**src/rtl/mem_arbiter.sv**
```systemverilog
// mem_arbiter: lets NUM_PORTS cores share one single-port synchronous RAM.
//
// Each port has a req/ack handshake. ack is combinational, and a transfer
// happens on any clk edge where req[p] & ack[p]. The winning command is
// registered onto the mem_* bus for the next cycle. Each read sends its port id
// down a return pipeline. That pipeline lines up with the RAM read latency, so
// the read data is steered back to the port that issued it.
//
// Ports:
//   clk, rst_n            clock, asynchronous active-low reset
//   req/we [NUM_PORTS]    per-port request and write enable (1 = write)
//   addr / wdata          packed per-port address / write data, port p at [p*W +: W]
//   ack [NUM_PORTS]       one-hot grant (combinational)
//   rvalid [NUM_PORTS]    one-hot read-return strobe, qualifies rdata
//   rdata                 shared read-return data
//   mem_en/we/addr/wdata  registered RAM command
//   mem_rdata             RAM read data, RD_LAT cycles after the command
//
// Build option MEM_ARB_TDM_EN: when this macro is defined, the round-robin
// arbiter is replaced by fixed time-division slots. A slot counter cycles
// 0..NUM_PORTS-1 every clock, and only port==slot can be granted.
module mem_arbiter #(
  parameter int NUM_PORTS = 4,
  parameter int ADDR_W    = 12,
  parameter int DATA_W    = 16,
  parameter int RD_LAT    = 1
) (
  input  logic                          clk,
  input  logic                          rst_n,
  input  logic [NUM_PORTS-1:0]          req,
  input  logic [NUM_PORTS-1:0]          we,
  input  logic [NUM_PORTS*ADDR_W-1:0]   addr,
  input  logic [NUM_PORTS*DATA_W-1:0]   wdata,
  output logic [NUM_PORTS-1:0]          ack,
  output logic [NUM_PORTS-1:0]          rvalid,
  output logic [DATA_W-1:0]             rdata,
  output logic                          mem_en,
  output logic                          mem_we,
  output logic [ADDR_W-1:0]             mem_addr,
  output logic [DATA_W-1:0]             mem_wdata,
  input  logic [DATA_W-1:0]             mem_rdata
);
  localparam int PW = (NUM_PORTS > 1) ? $clog2(NUM_PORTS) : 1;
  typedef logic [PW-1:0] id_t;

  typedef struct packed {
    logic              we;
    logic [ADDR_W-1:0] addr;
    logic [DATA_W-1:0] wdata;
  } cmd_t;

  logic gnt_vld;
  id_t  gnt_id;
  logic xfer;
  cmd_t sel;

`ifdef MEM_ARB_TDM_EN
  // The slot counter is free-running, so an idle slot is simply wasted.
  id_t slot;

  always_ff @(posedge clk or negedge rst_n) begin
    if (!rst_n) slot <= '0;
    else        slot <= (int'(slot) == NUM_PORTS-1) ? '0 : slot + id_t'(1);
  end

  always_comb begin
    gnt_id  = slot;
    gnt_vld = req[slot];
  end
`else
  id_t ptr;

  // The scan runs from the farthest offset down to ptr. The last hit written
  // is the first requester at or after ptr, wrapping past NUM_PORTS-1.
  // idx has one extra bit so that a non-power-of-two wrap cannot alias.
  always_comb begin : rr
    logic [PW:0] idx;
    gnt_vld = 1'b0;
    gnt_id  = '0;
    idx     = '0;
    for (int i = NUM_PORTS-1; i >= 0; i--) begin
      idx = {1'b0, ptr} + (PW+1)'(i);
      if (idx >= (PW+1)'(NUM_PORTS)) idx = idx - (PW+1)'(NUM_PORTS);
      if (req[idx[PW-1:0]]) begin
        gnt_vld = 1'b1;
        gnt_id  = idx[PW-1:0];
      end
    end
  end

  always_ff @(posedge clk or negedge rst_n) begin
    if (!rst_n)    ptr <= '0;
    else if (xfer) ptr <= (int'(gnt_id) == NUM_PORTS-1) ? '0 : gnt_id + id_t'(1);
  end
`endif

  // Gate the grant with rst_n so that no ack is seen while reset is held.
  assign xfer = gnt_vld & rst_n;

  always_comb begin
    sel.we    = we[gnt_id];
    sel.addr  = addr[gnt_id*ADDR_W +: ADDR_W];
    sel.wdata = wdata[gnt_id*DATA_W +: DATA_W];
  end

  // Read-return pipeline. Stage 0 is loaded on the transfer edge.
  // Stage RD_LAT lines up with the cycle in which mem_rdata is valid.
  logic [RD_LAT:0]         vld_pipe;
  logic [RD_LAT:0][PW-1:0] id_pipe;
  logic [NUM_PORTS-1:0]    ret_oh;

  for (genvar p = 0; p < NUM_PORTS; p++) begin : g_port
    assign ack[p]    = xfer && (gnt_id == id_t'(p));
    assign ret_oh[p] = vld_pipe[RD_LAT] && (id_pipe[RD_LAT] == id_t'(p));
  end

  always_ff @(posedge clk or negedge rst_n) begin
    if (!rst_n) begin
      mem_en    <= 1'b0;
      mem_we    <= 1'b0;
      mem_addr  <= '0;
      mem_wdata <= '0;
    end else if (xfer) begin
      mem_en    <= 1'b1;
      mem_we    <= sel.we;
      mem_addr  <= sel.addr;
      mem_wdata <= sel.wdata;
    end else begin
      mem_en    <= 1'b0;
      mem_we    <= 1'b0;
    end
  end

  always_ff @(posedge clk or negedge rst_n) begin
    if (!rst_n) begin
      vld_pipe <= '0;
      id_pipe  <= '0;
      rvalid   <= '0;
      rdata    <= '0;
    end else begin
      vld_pipe <= {vld_pipe[RD_LAT-1:0], xfer & ~sel.we};
      id_pipe  <= {id_pipe[RD_LAT-1:0], gnt_id};
      rvalid   <= ret_oh;
      if (vld_pipe[RD_LAT]) rdata <= mem_rdata;
    end
  end
endmodule

```
**config.mk**
```make
export PLATFORM = sky130hd
export DESIGN_NAME = mem_arbiter
export DESIGN_NICKNAME = d
export VERILOG_FILES = /design/src/rtl/mem_arbiter.sv
export SDC_FILE = /design/constraint.sdc
export NUM_CORES = 1
export LEC_CHECK = 0
export ABC_AREA = 1
export CELL_PAD_IN_SITES_DETAIL_PLACEMENT = 0
export CELL_PAD_IN_SITES_GLOBAL_PLACEMENT = 1
export CORE_MARGIN = 8
export CORE_UTILIZATION = 29
export DETAILED_ROUTE_END_ITERATION = 8
export PLACE_DENSITY = 0.88
export RECOVER_POWER = 25
export SYNTH_ARGS = -nofsm -noshare
export SYNTH_HDL_FRONTEND = slang
export SYNTH_SLANG_ARGS = --single-unit
```
**constraint.sdc**
```tcl
create_clock -name clk -period 5.7 [get_ports clk]
set_input_delay 0.855 -clock clk [delete_from_list [all_inputs] [get_ports clk]]
set_output_delay 0.855 -clock clk [all_outputs]
set_load 0.02 [all_outputs]
```
Word level (Yosys, flattened, before mapping) --
Cells that the tools add are included. W data, S select, Z words.
Cells by class: add/sub/neg operators 8, multipliers 1, magnitude comparators 9, equality and inequality tests 7, shift-type cells 2, mux-type cells 25, bitwise operators 3, reduce and logical (&&, ||, !) cells 10
Operator list (count):
- $shiftx A64 B7 Y16 | 1
- $shiftx A48 B7 Y12 | 1
- $mux W2 | 9
- $lt A2 B3 Y1 const B | 5
- $mux W1 | 11
- $bmux W1 S2 | 5
- $ge A3 B3 Y1 const B | 3
- $eq A2 B2 Y1 const B | 4
- $logic_and A1 B1 Y1 | 8
- $sub A2 B1 Y2 const B | 4
- $add A2 B2 Y3 const B | 2
- $eq A2 B1 Y1 const B | 3
- $logic_not A2 Y1 | 2
- $mul A2 B2 Y4 const B | 1
- $add A2 B1 Y3 const B | 1
- $ge A2 B3 Y1 const B | 1
- $add A2 B1 Y2 const B | 1
- $and A1 B1 Y1 | 2
- $not A1 Y1 | 1
Word-level totals: register bits after elaboration 58, input port bits 138, output and inout bits 54, word-level logic and storage cells 75

Logic depth before layout (Yosys ltp) --
Gate-level depths: netlist (run 1).
depth after elaboration 13, mapped depth 14, mapped depth without buffers 13

Worst setup path before layout (run 1) --
Ideal clock, no wire load.
path type input port to output port, start point input req[1], end point output ack[2], arrival time 2.175 ns, data required time 4.845 ns, path slack 2.670 ns, stages 12, path buffers 1, cells stage by stage inv_1 -> o21ai_1 -> nand2_2 -> nand3_2 -> nand2_1 -> nand2_2 -> nand2_2 -> buf_4 -> inv_1 -> ha_1 -> inv_1 -> nor2_1
Between the ends: cells in the longest elaborated chain, start to end 8, elaborated cells on any way between the ends 19, classes of those cells eq/ne: 1; mux: 16; bitwise: 1; reduce/logical: 1
RTL lines:
- start, declared | line 30 | input logic [NUM_PORTS-1:0] req,
- $bmux W1 S2 | line 84 | if (req[idx[PW-1:0]]) begin
- $mux W1 (not written as such) | line 84
- $mux W2 (3 in a row) | line 84
- $mux W2 (*) | line 84
- net gnt_id[0] | line 53 | id_t gnt_id;
- $eq A2 B2 Y1 (*) | line 113 | assign ack[p] = xfer && (gnt_id == id_t'(p));
- $logic_and A1 B1 Y1 (*) | line 113
- end, declared | line 34 | output logic [NUM_PORTS-1:0] ack,
The timed path passes the listed nets; every way through them passes the cells marked *. The select of a mux whose other input is x is not followed.

Worst setup path in the final report (run 1) --
start point input req[1], end point output ack[3]
Between the ends: cells in the longest elaborated chain, start to end 8, elaborated cells on any way between the ends 19, classes of those cells eq/ne: 1; mux: 16; bitwise: 1; reduce/logical: 1
RTL lines (line):
- $bmux W1 S2 | 84
- $mux W1 (not written as such) | 84
- $mux W2 or $mux W1 (tied branches) (4 in a row) | 84
- $eq A2 B2 Y1 or $and A1 B1 Y1 (tied branches) | 113, 98
- $logic_and A1 B1 Y1 (*) | 113
Mark *: on every way between the ends. The rest lies on a longest branch, timed or not. The select of a mux whose other input is x is not followed.

==> results of run 1 <==
cell families after synthesis:
group	count (synthesis)	synth area share, %
compound gates	6	0.7792
buf+inv	168	18.29
flops	58	37.67
xor+xnor	1	0.2274
simple gates	377	41.73
fa+ha+maj	4	1.299
area by class of cell:
| type | count | area (um2) | area share (%) |
|---|---|---|---|
| clock buffer | 10 | 239.0 | 3.916 |
| clock inverter | 6 | 42.54 | 0.6970 |
| inverter | 133 | 499.2 | 8.180 |
| multi-input combinational | 388 | 1697 | 27.80 |
| sequential | 58 | 1451 | 23.78 |
| tap | 176 | 220.2 | 3.608 |
| timing repair buffer | 198 | 1954 | 32.02 |
sequential cells by signal (all words and copies together), names as in the netlist:
name	flops
id_pipe	4
ptr	2
rvalid	4
vld_pipe	2
mem_we	1
mem_en	1
mem_wdata	16
mem_addr	12
rdata	16
layer usage:
| layer | vias up | track usage (%) | wire (um) |
|---|---|---|---|
| met5 | - | 0 | 0 |
| met4 | 0 | 3.638 | 63 |
| met3 | 2 | 5.526 | 980 |
| met2 | 114 | 26.08 | 6460 |
| met1 | 1794 | 17.63 | 5560 |
| li1 | 2168 | - | - |
worst max-delay path, cell delays in order:
cell	delay (ns)
clkdlybuf4s50_1	0.45
inv_1	0.06
o21ai_1	0.20
nand2_2	0.12
nand2_1	0.11
nand3b_1	0.08
nand2_1	0.09
buf_4	0.38
ha_1	0.22
inv_1	0.04
nor2_1	0.11
clkdlybuf4s50_1	0.63
placed cells by master (no fill, tap or decap), types with 2 or more instances in the layout:
cell             synthesis  layout
clkinv_4                 0       2
nand3b_1                 4       4
clkbuf_16                0       9
clkdlybuf4s50_1          0     190
nand3_1                118     118
inv_1                  132     132
clkinv_2                 0       2
dfrtp_1                 58      58
nand2_1                238     238
buf_4                    2       6
nor2_1                   6       6
ha_1                     4       4
nand3_2                  2       2
a21oi_1                  2       2
nand2_2                  4       4
clkinvlp_4               0       2
nor3_1                   4       4
o21ai_1                  3       3
clkbuf_1                 7       2
worst max-delay path by stage:
stage / end
2_1_floorplan: ack[2]
3_3_place_gp: ack[0]
3_5_place_dp: ack[1]
4_1_cts: ack[1]
5_1_grt: ack[1]
6_report: ack[3]
power groups by stage:
stage,Clock (mW),Combinational (mW),Sequential (mW)
after floorplan,0,1.41,0.912
after global placement,0,2.34,0.734
after detailed placement,0,2.36,0.737
after CTS,0.517,2.36,0.735
after global routing,0.537,2.62,0.762
final,0.501,2.31,0.734
stage by stage:
| stage | total power, mW | hold WS (ns) |
|---|---|---|
| floorplan | 2.325 | 0.3312 |
| global placement | 3.077 | 0.3315 |
| detailed placement | 3.094 | 0.3372 |
| CTS | 3.614 | 0.3494 |
| global route | 3.924 | 0.3553 |
| finish | 3.542 | 0.3478 |
==> flow_summary.ini, run 1 <==
[clock_network]
ctsHoldBuffers = 0
numCtsBuffers = 9
cts_tree = built
clock_latency_ns = 0.32
htreeDepth = 3
clockBufferDepth = 2
cts_root_buffer = clkbuf_16
cts_sinks = 58
post_cts_resized = 0
cts.clk_slew.worst_paths_ns = 0.05
post_cts_buffers = 0

[detailed_routing]
num_vias = 4078
vias_per_cell = 4.208
wire_per_inst_um = 13.48
wirelength_um = 13070
postRouteAntennaNets = 0
drc = 0
drt_iter0_markers = 198
dr.pass1.iters = 4

[floorplanning]
die_h_um = 131.3
dieArea_um2 = 17230
row_count = 42
initial_core_util_pct = 29.44
io-pin-count = 192
fp.dieW_um = 131.3
core-area_um2 = 13090

[synthesis]
yosys-top-cells-area = dfrtp_1, nand2_1, nand3_1
synth_nets = 756
synth_top_area_cell = dfrtp_1
synthCells = 614
yosysSeqAreaShare_pct = 37.67
synth_ff_type = dfrtp_1
ys_ff_latch = 58
synth_area_um2 = 3852
yosys.cell_count.top_type = nand2_1
synth.distinct_cells = 21
synth_common_cells = nand2_1, inv_1, nand3_1, dfrtp_1, buf_2
synth_edf_count = 0
yosys_warnings = 0
avgSynthCellArea_um2 = 6.274
yosysTopAreaCellShare_pct = 37.67
synthArstFlopShare_pct = 100.0

[critical_path]
required_ns = 4.85
startpoint_type = primary input
path_max_fanout = 32
end_kind = output pin
rr_endpoint = mem_addr[3]
reg2reg_from = ptr[0]
path_class = primary input to output pin
rrSetupSlack_ns = 2.77
critPathLaunch = req[1]
crit_arrival_ns = 3.34
reg2reg_depth = 13

[sta]
finalClockSkew_ns = 0.003697
tns_ns = 0
setup_ws_ns = 1.505
drv_slew = 59
finalSetupViolCount = 0
fmax_ghz = 0.2384
fin_crit_sh_pct = 73.59
rsz0062_at_grt = false
min_period_ns = 4.195
max-slew-margin-rel_pct = -112.5
hold_viol = 0
worst_pin_slew_ns = 3.187

[power]
ir_drop_v = 0.0002583
p_switching_mw = 1.736
p_int_mw = 1.806
p_seq_share_pct = 20.7
leakage_nw = 3.315
p_comb_share_pct = 65.1
pwr-share-clk_pct = 14.1
sw_frac_of_total_pct = 49.01
powerDensity_nw_per_um2 = 580.4

[worst_hold_path]
min_from = id_pipe[0]
min_to = id_pipe[2]
worst_hold_path.num_cells = 0
hp-class = flip-flop to flip-flop

[placed_design]
io_buffers = 191
place_inst = 953
dpl-instance-area_um2 = 5827
dp_hpwl_um = 9461
gp_congestion = 0.7676
pre_cts_ws_ns = 1.488

[final_layout]
area_delta_synth_final_pct = 58.43
fin_util_pct = 46.64
design_area_um2 = 6103
drive_above_1_share_pct = 3.657
finalNonFillerCells = 969
num-nets-final = 930
diodes = 0
n_fill_cell = 1358

[flow_run]
maxCapViolations = 1

[global_routing]
antenna_found_initial = 0
overflow = 0
grt_pass1_wl_um = 21560
grt_max_degree = 61
grt_pass1_vias = 4034
track_usage_pct = 15.20

[outcome]
status = finished with violations
violations = max-capacitance violations, max-slew violations
(Power assumes the default switching activity.)
==> inputs of run 2 (changes only) <==
--- a/config.mk
+++ b/config.mk
@@ -9,9 +9,9 @@
 export CELL_PAD_IN_SITES_DETAIL_PLACEMENT = 0
 export CELL_PAD_IN_SITES_GLOBAL_PLACEMENT = 1
 export CORE_MARGIN = 8
-export CORE_UTILIZATION = 29
+export CORE_UTILIZATION = 27
 export DETAILED_ROUTE_END_ITERATION = 8
-export PLACE_DENSITY = 0.88
+export PLACE_DENSITY = 0.83
 export RECOVER_POWER = 25
 export SYNTH_ARGS = -nofsm -noshare
 export SYNTH_HDL_FRONTEND = slang
==> constraint.sdc (replaced) <==
create_clock -name clk -period 4.1 [get_ports clk]
set_input_delay 0.615 -clock clk [delete_from_list [all_inputs] [get_ports clk]]
set_output_delay 0.615 -clock clk [all_outputs]
set_load 0.02 [all_outputs]
==> run 2 against run 1 <==
Compared with the run above:
- sequential share of layout area decreased by 0.35 points
- first-iteration DRC count increased by 12%
- setup slack got worse by 0.97 ns
- sequential cell count unchanged
- clock-buffer cell count decreased by 1
- clock power increased by 76%
- the run still ends with max-capacitance violations, max-slew violations left
- non-clock buffer count increased by 2
- routed wire length increased by 3.9%
- final cell count increased by 0.62%
- highest routed layer unchanged
- sequential power increased by 39%
- clock skew increased by 0.0033 ns
- critical endpoint is now ack[1]
==> flow_summary.ini, run 2 (synthesis gave the netlist of run 1 again) <==
[critical_path]
crit_arrival_ns = 2.95
rr_endpoint = ptr[1]
required_ns = 3.48
reg2reg_from = ptr[0]
path_max_fanout = 9
path_class = primary input to output pin
rrSetupSlack_ns = 1.40
reg2reg_depth = 12
startpoint_type = primary input
end_kind = output pin

[flow_run]
maxCapViolations = 1

[global_routing]
track_usage_pct = 14.98
antenna_found_initial = 0
grt_pass1_vias = 4307
overflow = 0
grt_max_degree = 59
grt_pass1_wl_um = 21920

[detailed_routing]
drt_iter0_markers = 222
dr.pass1.iters = 4
postRouteAntennaNets = 0
drc = 0
vias_per_cell = 4.252
wirelength_um = 13580
num_vias = 4146
wire_per_inst_um = 13.93

[power]
total_power_mw = 5.174
leakage_nw = 3.363
ir_drop_v = 0.0004730
powerDensity_nw_per_um2 = 835.5

[sta]
tns_ns = 0
fmax_ghz = 0.2809
drv_slew = 58
hold_viol = 0
setup_ws_ns = 0.5394
rsz0062_at_grt = false
fin_hold_ws_ns = 0.3483
finalClockSkew_ns = 0.007007
finalSetupViolCount = 0
min_period_ns = 3.561
fin_crit_sh_pct = 86.84
worst_pin_slew_ns = 1.506
max-slew-margin-rel_pct = -0.3793

[floorplanning]
io-pin-count = 192
row_count = 43
die_h_um = 135.5
core-area_um2 = 13930
dieArea_um2 = 18350
initial_core_util_pct = 27.65
fp.dieW_um = 135.5

[placed_design]
place_inst = 959
pre_cts_ws_ns = 0.5442
dpl-instance-area_um2 = 5847
io_buffers = 191
dp_hpwl_um = 9900
gp_congestion = 0.8713

[worst_hold_path]
min_from = vld_pipe[0]
min_to = vld_pipe[1]
hp-class = flip-flop to flip-flop
worst_hold_path.num_cells = 0

[clock_network]
clockBufferDepth = 2
cts_root_buffer = clkbuf_16
cts_sinks = 58
numCtsBuffers = 9
clock_latency_ns = 0.33
ctsHoldBuffers = 0
post_cts_buffers = 0
cts_tree = built
htreeDepth = 3
cts.clk_slew.worst_paths_ns = 0.06
post_cts_resized = 0

[final_layout]
final_common_cell = nand2_1
finalNonFillerCells = 975
design_area_um2 = 6193
layout_common_cells = nand2_1, clkdlybuf4s50_1, inv_1, nand3_1, dfrtp_1
reg_top3 = mem_wdata x16, rdata x16, mem_addr x12
num-nets-final = 932
drive_above_1_share_pct = 4.025
fin_util_pct = 44.45
area_delta_synth_final_pct = 60.77
diodes = 0

[outcome]
violations = max-capacitance violations, max-slew violations
status = finished with violations
[run 2: changes by cell type in the layout (fill, tap and decap cells not counted), sizes merged]
cell / before / now
clkbuf: 12 / 11
buf: 6 / 8
clkinv: 4 / 3
inv: 133 / 134
bufinv: 0 / 3
clkinvlp: 2 / 0
[run 2: area by class of cell]
class	instances	area (um2)
Inverter	133	499.2
Timing Repair Buffer	200	1971
Multi-Input combinational cell	388	1697
Clock buffer	9	225.2
Sequential cell	58	1451
Fill cell	1456	7741
Tap cell	180	225.2
Clock inverter	7	125.1
[run 2: metal layers]
metal	track usage, %	share of wire, %	routed length (um)	up-vias
met4	4.935	1.6	214	0
met1	17.10	42	5716	1836
met2	26.05	49	6676	115
met3	4.599	7.2	972	15
met5	0	0	0	-
li1	-	-	-	2180
[run 2: power by group]
part | internal [mW] | switching (mW)
clock network | 0.598 | 0.284
logic | 1.26 | 2.01
registers | 0.851 | 0.168
total | 2.71 | 2.47
[run 2: worst max-delay path by stage]
stage,slack [ns],to,start
after floorplan,1.55,ack[2],req[1]
after global placement,0.55,ack[1],req[1]
after detailed placement,0.54,ack[1],req[1]
after CTS,0.53,ack[1],req[1]
after global routing,0.31,ack[1],req[0]
final,0.54,ack[1],req[1]
[run 2: worst max-delay path, stage by stage]
cell	delay, ns
clkdlybuf4s50_1	0.45
inv_1	0.06
o21ai_1	0.20
nand2_2	0.12
nand2_1	0.07
nand3b_1	0.10
nand2_1	0.10
inv_1	0.27
ha_1	0.21
inv_1	0.04
nor2_1	0.09
clkdlybuf4s50_1	0.63
==> inputs of run 3 (changes only) <==
--- a/config.mk
+++ b/config.mk
@@ -5,13 +5,14 @@
 export SDC_FILE = /design/constraint.sdc
 export NUM_CORES = 1
 export LEC_CHECK = 0
-export ABC_AREA = 1
+export ABC_AREA = 0
+export ABC_CLOCK_PERIOD_IN_PS = 4100
 export CELL_PAD_IN_SITES_DETAIL_PLACEMENT = 0
 export CELL_PAD_IN_SITES_GLOBAL_PLACEMENT = 1
 export CORE_MARGIN = 8
 export CORE_UTILIZATION = 27
 export DETAILED_ROUTE_END_ITERATION = 8
-export PLACE_DENSITY = 0.83
+export PLACE_DENSITY = 0.82
 export RECOVER_POWER = 25
 export SYNTH_ARGS = -nofsm -noshare
 export SYNTH_HDL_FRONTEND = slang
==> run 3 against run 2 <==
Compared with the run above:
- the flow now finishes without violations
- combinational power is 52% lower
- total power is 37% lower
- first-iteration DRC count is 22% lower
- clock-buffer cell count is 1 higher
- final cell count is 33% lower
- area after synthesis is 17% lower
- fmax is 5.3% higher
- routed wire length is 9.9% lower
- setup slack better by 0.18 ns
- die area is 15% lower
==> flow_summary.ini, run 3 <==
[final_layout]
layout_common_cells = clkdlybuf4s50_1, dfrtp_1, nand2_1, nand3_1, o21ai_0
reg_top3 = mem_wdata x16, rdata x16, mem_addr x12
area_delta_synth_final_pct = 73.19
drive_above_1_share_pct = 9.289
final_common_cell = clkdlybuf4s50_1
num-nets-final = 643
diodes = 0

[synthesis]
synth.distinct_cells = 28
ys_ff_latch = 58
synth_edf_count = 0
synth_common_cells = dfrtp_1, nand2_1, nand3_1, o21ai_0, a211o_1
synth_area_um2 = 3188
yosysSeqAreaShare_pct = 45.53
synthCells = 318
synth_nets = 460
yosys-top-cells-area = dfrtp_1, mux2i_1, a211o_1
yosys_warnings = 0
synth_top_area_cell = dfrtp_1
synthArstFlopShare_pct = 100.0
synth_ff_type = dfrtp_1
avgSynthCellArea_um2 = 10.03
yosysTopAreaCellShare_pct = 45.53
yosys.cell_count.top_type = dfrtp_1

[sta]
finalSetupViolCount = 0
finalClockSkew_ns = 0.004572
fmax_ghz = 0.2956
hold_viol = 0
min_period_ns = 3.383
worst_pin_slew_ns = 1.486
tns_ns = 0
max-slew-margin-rel_pct = 0.9215
fin_crit_sh_pct = 82.51
setup_ws_ns = 0.7171
drv_slew = 0
fin_hold_ws_ns = 0.3467
rsz0062_at_grt = false

[critical_path]
required_ns = 3.48
crit_arrival_ns = 2.77
startpoint_type = primary input
reg2reg_depth = 6
path_max_fanout = 6
path_class = primary input to output pin
end_kind = output pin

[detailed_routing]
wire_per_inst_um = 18.85
dr.pass1.iters = 4
wirelength_um = 12230
drc = 0
vias_per_cell = 4.983
postRouteAntennaNets = 0
drt_iter0_markers = 174
num_vias = 3234

[clock_network]
post_cts_buffers = 0
htreeDepth = 3
cts_tree = built
clock_latency_ns = 0.32
cts.clk_slew.worst_paths_ns = 0.05
clockBufferDepth = 2
post_cts_resized = 0
ctsHoldBuffers = 0
cts_root_buffer = clkbuf_16
numCtsBuffers = 9
cts_sinks = 58

[floorplanning]
row_count = 39
initial_core_util_pct = 27.80
dieArea_um2 = 15540
io-pin-count = 192
core-area_um2 = 11470
die_h_um = 124.7
fp.dieW_um = 124.7

[power]
p_seq_share_pct = 28.6
pwr-share-clk_pct = 23.4
powerDensity_nw_per_um2 = 593.7
p_comb_share_pct = 48.0
ir_drop_v = 0.0003298
p_int_mw = 2.054
leakage_nw = 2.252
sw_frac_of_total_pct = 37.35
p_switching_mw = 1.224

[global_routing]
grt_max_degree = 61
antenna_found_initial = 0
grt_pass1_vias = 3682
track_usage_pct = 15.56
overflow = 0
grt_pass1_wl_um = 19510

[worst_hold_path]
hp-class = flip-flop to flip-flop
worst_hold_path.num_cells = 0

[placed_design]
gp_congestion = 0.7690
pre_cts_ws_ns = 0.7082
io_buffers = 191
dp_hpwl_um = 8974

[outcome]
status = finished clean

[flow_run]
maxCapViolations = 0
==> run 3: cell count changes after synthesis, moves of 9 or more <==
cell,previous run,this run
nand2_1,238,38
o211ai_1,0,28
inv_1,132,1
mux2i_1,0,28
buf_2,17,7
nand3_1,118,32
o21ai_0,1,31
clkbuf_1,7,16
mux2_2,0,16
a211o_1,0,29
==> run 3: cells by family after synthesis <==
kind of cell,Yosys count,share of synthesized area (%)
AO/OA/AOI/OAI,94,21.00
AND/OR/NAND/NOR,88,13.19
flip-flops,58,45.53
multiplexers,44,14.44
buffers and inverters,30,4.278
adder cells (fa/ha/maj),4,1.570
==> run 3: critical path, stage by stage <==
cell and delay [ns]:
clkdlybuf4s50_1 0.50, nand2b_1 0.21, a211o_1 0.32, nand2_1 0.17, inv_1 0.10, ha_1 0.19, and2_1 0.13, clkdlybuf4s50_1 0.53
==> run 3: worst paths after layout <==
| path | slack, ns | start | to |
|---|---|---|---|
| max | 0.72 | req[3] | ack[3] |
| min in group asynchronous | 0.83 | rst_n | rdata[13] |
| min reg2reg | 0.35 | vld_pipe[0] | vld_pipe[1] |
| max reg2reg | 1.51 | ptr[0] | mem_addr[1] |
| min | 0.35 | vld_pipe[0] | vld_pipe[1] |
| max in group asynchronous | 2.37 | rst_n | mem_wdata[14] |
==> run 3: cell type report <==
type	instances	area (um2)
tap	143	178.9
clock buffer	10	239.0
timing repair buffer	199	1963
fill	1097	5946
multi-input combinational	230	1612
clock inverter	6	66.31
sequential	58	1451
inverter	3	11.26
==> run 3: metal layers <==
| layer | global-route usage [%] | share of wire [%] |
|---|---|---|
| met4 | 4.536 | 0.82 |
| met5 | 0 | 0 |
| met3 | 6.128 | 7.6 |
| met2 | 26.73 | 50 |
| met1 | 17.37 | 42 |
==> run 3: metrics by stage <==
step	std cells	utilization (%)	total power, mW	area [um2]
after floorplan	318	-	1.769	3188
after global placement	633	45.52	2.509	5220
after detailed placement	633	45.52	2.544	5220
after CTS	649	48.18	3.333	5525
after global routing	649	48.15	3.467	5522
final	649	48.15	3.278	5522
==> run 3: power by group through the flow <==
stage	logic [mW]	clock network, mW	registers, mW
floorplan	0.600	0	1.17
global route	1.68	0.808	0.977
detailed placement	1.59	0	0.950
finish	1.57	0.767	0.938
global placement	1.58	0	0.933
CTS	1.60	0.791	0.944
==> variant: new RTL, flow settings as in run 2 <==
Set the parameter `DATA_W` to 12 (it was 16).
--- a/src/rtl/mem_arbiter.sv
+++ b/src/rtl/mem_arbiter.sv
@@ -22,7 +22,7 @@
 module mem_arbiter #(
   parameter int NUM_PORTS = 4,
   parameter int ADDR_W    = 12,
-  parameter int DATA_W    = 16,
+  parameter int DATA_W    = 12,
   parameter int RD_LAT    = 1
 ) (
   input  logic                          clk,
Ports: changed (resized mem_rdata, mem_wdata, rdata and wdata); port bits go from 192 to 164. The function was not compared with the original's and may differ.
==> variant against run 2 <==
Total power down 17%. The run still ends with capacitance limit, slew limit left. Fmax is 1.8% higher. Highest routed layer unchanged. Routed wire length decreased by 10%. Cell area down 15%. Setup slack better by 0.061 ns. Sequential cell count fell by 8. Final cell count down 12%. Worst hold slack worse by 0.0030 ns. Sequential power is 14% lower. Die area shrank 10%. Synthesized cell count down 13%. Synthesized area is 11% lower. Global-route usage is 0.13 points lower.
==> variant: results (changes against run 2) <==
run_status:
  status: "finished, violations left"
  violations: "capacitance limit, slew limit"
setup_path:
  path_max_fanout: 4  # -5
  crit_arrival_ns: 2.88  # -0.07 ns
  r2r_slack_ns: 1.67  # +0.27 ns
layout:
  multi_input_area_um2: 1555  # -8.3%
  nonClkBufAreaFrac_pct: 31.67  # -0.15 points
  seq_share_pct: 23.67  # +0.23 points
  inv_count: 117  # -12%
  seq_cells: 50  # -14%
  fill_cells: 1308  # -10%
  multi_input_cells: 339  # -13%
  clock_area_share_pct: 2.864  # -2.8 points
  n_all_buffers: 170  # -15%
  nNetsFinal: 805  # -14%
clocking:
  clock_latency_ns: 0.29  # -0.04 ns
  clk_pin_slew_ns: 0.08  # +0.02 ns
  h-tree-depth: 2  # -1
placed_design:
  gp_congestion: 0.9092  # +4.3%
  pre_cts_slack_ns: 0.5794  # +0.03523 ns
  hpwlAfterDp_mm: 9.117  # -7.9%
  port_buffers: 163  # -15%
global_routing:
  grtUsageTotal_pct: 14.85  # -0.13 points
  grtUsageMet1_pct: 18.50  # +1.4 points
  grt_use_met2_pct: 24.54  # -1.5 points
  grt_pass1_wl_mm: 19.68  # -10%
  grt_pass1_vias: 3853  # -11%
run:
  cap_violations: 1  # unchanged
detailed_routing:
  met1_length_mm: 5.287  # -7.5%
  firstDrtPassIters: 5  # +1
  drt-initial-drc-count: 246  # +11%
  num_vias: 3731  # -10%
timing:
  relSlewSlack_pct: -80.88  # -80 points
  slew_violations: 51  # -12%
  fin_crit_ns: 3.499  # -0.06129 ns
power_and_ir_drop:
  p_leak_nw: 2.855  # -15%
  peakVddDrop_v: 0.0007801  # +65%
synth:
  yosysUniqueCellTypes: 24  # +14%
  netlist_top_cells_area: "dfrtp_1 37%, nand2_1 22%, nand3_1 15%, inv_1 12%, buf_2 1.9%"
  syn_nets: 655  # -13%
[variant: changes by cell type in the layout (fill, tap and decap cells not counted), moves of 4 or more]
cell,change
clkbuf_16,-4
nand2_1,-38
clkdlybuf4s50_1,-28
nand3_2,+4
inv_1,-19
dfrtp_1,-8
nand3_1,-17
[variant: report_power, final]
group	leakage (nW)	internal (mW)	switching (mW)
logic	2.16	1.12	1.86
clock network	0.0748	0.232	0.198
registers	0.620	0.732	0.150
[variant: logic make-up (layout without fill, tap and decap cells)]
| logic type | count (synthesis) | in the layout | share of synthesized area [%] |
|---|---|---|---|
| simple gates | 328 | 328 | 42.71 |
| buf+inv | 144 | 295 | 17.84 |
| flops | 50 | 50 | 36.63 |
| fa+ha+maj | 4 | 4 | 1.465 |
| compound gates | 7 | 7 | 1.355 |
[variant: metrics by stage]
step / util (%) / total power [mW] / hold WS (ns) / instance area, um2 / instances
after CTS: 42.45 / 4.337 / 0.3500 / 5291 / 856
after floorplan: - / 2.950 / 0.3194 / 3416 / 533
after global placement: 41.23 / 3.844 / 0.3321 / 5140 / 848
after global routing: 42.41 / 4.711 / 0.3703 / 5286 / 856
final: 42.41 / 4.286 / 0.3453 / 5286 / 856
after detailed placement: 41.23 / 3.885 / 0.3358 / 5140 / 848
[variant: final timing paths]
path | start | to | cells past startpoint
setup / recovery | req[3] | ack[3] | 13
max in group asynchronous | rst_n | mem_addr[10]$_DFFE_PN0P_ | 2
hold reg to reg | vld_pipe[0]$_DFF_PN0_ | vld_pipe[1]$_DFF_PN0_ | 0
setup reg to reg | ptr[0]$_DFFE_PN0P_ | ptr[0]$_DFFE_PN0P_ | 10
min in group asynchronous | rst_n | id_pipe[3]$_DFF_PN0_ | 2
hold / removal | vld_pipe[0]$_DFF_PN0_ | vld_pipe[1]$_DFF_PN0_ | 0
